[config.mk]
export PLATFORM = sky130hd
export DESIGN_NAME = ram_dp_param
export DESIGN_NICKNAME = d
export VERILOG_FILES = /design/src/rtl/ram_dp_param.sv
export SDC_FILE = /design/constraint.sdc
export NUM_CORES = 1
export LEC_CHECK = 0
export ABC_CLOCK_PERIOD_IN_PS = 5420
export BUFFER_PORTS_ARGS = -buffer_cell sky130_fd_sc_hd__clkbuf_2
export CORE_MARGIN = 1.5
export CORE_UTILIZATION = 59
export DETAILED_ROUTE_END_ITERATION = 10
export PLACE_DENSITY_LB_ADDON = 0.15
export SLEW_MARGIN = 5
export SYNTH_ARGS = -nofsm -noshare
export SYNTH_HDL_FRONTEND = slang
export SYNTH_SLANG_ARGS = --single-unit
[constraint.sdc]
create_clock -name clk -period 5.42 [get_ports clk]
set_input_delay 0.813 -clock clk [delete_from_list [all_inputs] [get_ports clk]]
set_output_delay 0.813 -clock clk [all_outputs]
set_load 0.005 [all_outputs]
[src/rtl/ram_dp_param.sv]
// Simple dual-port RAM with byte enables, selectable read-during-write mode and a clear sequencer.
// Read latency 1 cycle (rd_valid pulse); no backpressure, and all port activity is ignored while busy.
module ram_dp_param #(
  parameter int                DATA_W  = 16,
  parameter int                ADDR_W  = 4,
  parameter int                DEPTH   = 16,
  parameter int                RD_MODE = 0,
  parameter logic [DATA_W-1:0] CLR_VAL = '0
) (
  input  logic                clk,
  input  logic                rst,
  input  logic                clr_req,
  output logic                busy,
  input  logic                wr_en,
  input  logic [ADDR_W-1:0]   wr_addr,
  input  logic [DATA_W-1:0]   wr_data,
  input  logic [DATA_W/8-1:0] wr_be,
  input  logic                rd_en,
  input  logic [ADDR_W-1:0]   rd_addr,
  output logic [DATA_W-1:0]   rd_data,
  output logic                rd_valid
);

  localparam int NB = DATA_W / 8;

  typedef enum logic {ST_IDLE, ST_CLEAR} state_t;

  state_t              r_state;
  state_t              w_state_nxt;
  logic [ADDR_W-1:0]   r_clr_ptr;
  logic [DATA_W-1:0]   r_mem [DEPTH];
  logic [DATA_W-1:0]   r_rd_data;
  logic                r_rd_valid;

  logic                w_idle;
  logic                w_clr_last;
  logic                w_wr_in_rng;
  logic                w_rd_in_rng;
  logic                w_wr_do;
  logic                w_rd_do;
  logic                w_collide;
  logic [DATA_W-1:0]   w_wr_old;
  logic [DATA_W-1:0]   w_wr_merged;
  logic [DATA_W-1:0]   w_rd_word;
  logic [DATA_W-1:0]   w_rd_next;

  assign w_idle      = (r_state == ST_IDLE);
  assign w_clr_last  = (r_clr_ptr == ADDR_W'(DEPTH - 1));
  assign w_wr_in_rng = ({1'b0, wr_addr} < (ADDR_W + 1)'(DEPTH));
  assign w_rd_in_rng = ({1'b0, rd_addr} < (ADDR_W + 1)'(DEPTH));

  // Out-of-range addresses never touch the array: writes drop, reads see zero.
  assign w_wr_old  = w_wr_in_rng ? r_mem[wr_addr] : '0;
  assign w_rd_word = w_rd_in_rng ? r_mem[rd_addr] : '0;

  always_comb begin
    w_wr_merged = w_wr_old;
    for (int i = 0; i < NB; i++) begin
      if (wr_be[i]) begin
        w_wr_merged[8*i +: 8] = wr_data[8*i +: 8];
      end
    end
  end

  assign w_wr_do   = w_idle & wr_en & w_wr_in_rng & (|wr_be);
  assign w_rd_do   = w_idle & rd_en;
  assign w_collide = wr_en & w_wr_in_rng & (wr_addr == rd_addr);
  assign w_rd_next = ((RD_MODE != 0) && w_collide) ? w_wr_merged : w_rd_word;

  // FSM: state register
  always_ff @(posedge clk or posedge rst) begin
    if (rst) begin
      r_state <= ST_CLEAR;
    end else begin
      r_state <= w_state_nxt;
    end
  end

  // FSM: next state
  always_comb begin
    w_state_nxt = r_state;
    case (r_state)
      ST_IDLE:  if (clr_req)    w_state_nxt = ST_CLEAR;
      ST_CLEAR: if (w_clr_last) w_state_nxt = ST_IDLE;
    endcase
  end

  // FSM: outputs
  always_comb begin
    busy = (r_state == ST_CLEAR);
  end

  // Pointer parks at zero outside CLEAR so a new request always starts at word 0.
  always_ff @(posedge clk or posedge rst) begin
    if (rst) begin
      r_clr_ptr <= '0;
    end else if ((r_state == ST_CLEAR) && !w_clr_last) begin
      r_clr_ptr <= r_clr_ptr + 1'b1;
    end else begin
      r_clr_ptr <= '0;
    end
  end

  always_ff @(posedge clk) begin
    if (r_state == ST_CLEAR) begin
      r_mem[r_clr_ptr] <= CLR_VAL;
    end else if (w_wr_do) begin
      r_mem[wr_addr] <= w_wr_merged;
    end
  end

  always_ff @(posedge clk or posedge rst) begin
    if (rst) begin
      r_rd_data  <= '0;
      r_rd_valid <= 1'b0;
    end else begin
      r_rd_valid <= w_rd_do;
      if (w_rd_do) begin
        r_rd_data <= w_rd_next;
      end
    end
  end

  assign rd_data  = r_rd_data;
  assign rd_valid = r_rd_valid;

endmodule

==> flow_metrics.tcl <==
set metrics [dict create \
    netlist.area_leader.share_pct 68.5 \
    routedWlPerCell_um 23.2 \
    min-delay-path-class "in2async" \
    num_antenna_cells 0 \
    gp_congestion 0.769 \
    grt_remaining_overflow 0 \
    intPower_mw 4.24 \
    setup.worst_path.class "reg2reg" \
    detail_route.vias_per_cell 6.23 \
    core_footprint_um2 18600 \
    finalCriticalPeriod_ns 2.79 \
    cts_resized 0 \
    grt_start_max_net_pins 86 \
    dr_total_vias 6247 \
    die_height_um 141 \
    track_usage_pct 24.0 \
    drt_first_iter_violations 447 \
    antenna_found_initial 0 \
    cp.required_ns 5.57 \
    cts.sinks 278 \
    power.sequential.fraction_pct 50.9 \
    yosysWarningCount 0 \
    cp_cell_sequence "and2b_1, a21oi_1, a31oi_2, nor3_1" \
    postSynth.topFlopCell "edfxtp_1" \
    cts_tree "yes" \
    fin_worst_skew_ns 0.00806 \
    ctsHoldBuffers 0 \
    areaGrowthSynthToFinish_pct 11.6 \
    hold-worst-slack_ns 0.347 \
    power.share.switching_pct 26.7 \
    timing.critical_path.slowest_stage_cell "nor3_1" \
    final_common_cell "edfxtp_1" \
    critical_path.n_buffers_inverters 0 \
    io_buffers 48 \
    final_nets 778 \
    clock_power_share_pct 33.3 \
    cts_inserted_buffers 28 \
    drc_errors 0 \
    cts-htree-levels 1 \
    synthTopCellsByArea "edfxtp_1, mux2i_1, dfrtp_1, a22oi_1, nand2_1" \
    ant_nets 0 \
    setup.worst_path.start_class "flop" \
    yosysUniqueCellTypes 39 \
    setup-tns-final_ns 0 \
    worst_r2r_startpoint "busy" \
    detailedPlacementHpwl_um 14400 \
    ys_seq_area_share_pct 73.5 \
    max-vdd-ir-drop_mv 0.326 \
    initial_core_utilization_pct 60.2 \
    synth_edf_count 256 \
    worst_path_largest_cell_delay_ns 0.93 \
    hold_violations 0 \
    power.net_switching_mw 1.55 \
    cp.arrival_ns 2.94 \
    setup_viol_count_final 0 \
    fin_util_pct 67.2 \
    post_route_cells_drive_above_1_share_pct 14.6 \
    crit_start "busy" \
    drt_wl_total_um 23200 \
    dr.pass1.iters 5 \
    timing.final.max_slew_violations 0 \
    syn-instance-count 701 \
    critical_path.top_delay_family "simple AND/OR/NAND/NOR gates" \
    outcome "finished clean" \
    critPathMaxFanout 21 \
    grt_setup_unrepaired "no" \
    period_share_pct 51.5 \
    critical_path_sink_type "flop" \
    asyncSetResetFlopFracSynth_pct 7.91 \
    timing.max_slew.rel_slack_pct 16.1 \
    ys_ff_latch 278 \
    floorplan.io_pins 49 \
    clkLatencyLatePin_ns 0.53 \
    fp.dieArea_um2 19800 \
    design_power_total_mw 5.79 \
    power.leakage_nw 4.69 \
    synth_fp_nets 733 \
    max_freq_mhz 358 \
    clkTransAtPathRegs_ns 0.06 \
    power_per_unit_of_standard_cell_area_nw_per_um2 463 \
    grt_pass1_wl_um 35600 \
    synthesis.area_per_instance_um2 16.0 \
    fp.dieW_um 141 \
    power_frac_comb_pct 15.8 \
    number_of_maximum_capacitance_violations 0 \
    grt_pass1_vias 6151 \
    layout.cells.most_common_list "edfxtp_1, mux2i_1, nand2_1" \
    clockBufferDepth 3 \
    root_buffer "clkbuf_16" \
    postCtsSetupRepairBufs 0 \
    num_rows 50 \
    netlist_area_um2 11200 \
    synth_area_leader_cell "edfxtp_1" \
    worstMarginPinSlew_ns 1.25 \
]
[per-stage QoR]
stage / worst slack (ns) / cell area, um2 / std cells
3_3_place_gp: 2.38 / 11600 / 950
4_1_cts: 2.63 / 12500 / 1002
3_5_place_dp: 2.27 / 11600 / 950
2_1_floorplan: 2.92 / 11200 / 701
5_1_grt: 2.44 / 12500 / 1002
6_report: 2.63 / 12500 / 1002
[cells in the mapped netlist (3+ instances only)]
cell type and count:
nor3_1 9, nor2_1 31, o21ai_0 4, inv_1 6, buf_4 13, o21ai_1 4
buf_2 13, nand4_1 16, clkbuf_1 10, a21oi_1 7, edfxtp_1 256, and3_1 17
dfrtp_1 21, nand3_1 33, a22oi_1 48, and2_1 3, nand2b_1 4, nand2_1 52
mux2i_1 128
[path summary, 6_finish.rpt]
check / endpoint / slack, ns / depth (start not counted)
worst max-delay path: r_mem[3][0] / 2.63 / 4
max in group asynchronous: busy / 4.74 / 3
min in group clk: busy / 0.46 / 3
worst max register to register: r_mem[3][0] / 2.63 / 4
worst min-delay path: r_clr_ptr[2] / 0.35 / 3
worst min register to register: rd_data[6] / 0.48 / 2
[power by group through the flow]
stage	clock network, mW	registers [mW]	logic (mW)
after global placement	0	2.98	0.892
after CTS	1.94	2.95	0.918
after detailed placement	0	2.99	0.915
final	1.93	2.95	0.916
after global routing	2.02	2.98	1.01
after floorplan	0	2.95	0.608
[final cells by class]
class / count / area [um2]
timing repair buffer: 54 / 292
sequential: 278 / 8240
inverter: 6 / 22.5
multi-input combinational: 378 / 2740
fill: 1267 / 6120
clock inverter: 11 / 101
clock buffer: 41 / 831
tap: 234 / 293
[cell families (layout without fill, tap and decap cells)]
logic type	after synthesis	count (layout)	synth area share, %
simple gates	175	175	7.80
flops	278	278	73.5
mux	130	130	11.7
xor+xnor	1	1	0.0781
buf+inv	45	112	2.22
compound gates	71	71	4.66
fa+ha+maj	1	1	0.112
[routing by layer]
metal | up-vias | GRT usage (%) | part of all wire, %
met1 | 3170 | 36.1 | 45
li1 | 2799 | - | -
met3 | 33 | 3.77 | 6.7
met5 | - | 0 | 0
met2 | 245 | 37.3 | 47
met4 | 0 | 5.76 | 1.5
[flip-flops by register name (all words and copies together), names as in the netlist]
name / flops
r_mem: 256
rd_data: 16
r_clr_ptr: 4
busy: 1
rd_valid: 1
[tightest hold or removal path, stage by stage]
cell      delay, ns
clkbuf_2       0.08
inv_1          0.04
buf_4          0.37
(Power assumes the default switching activity.)
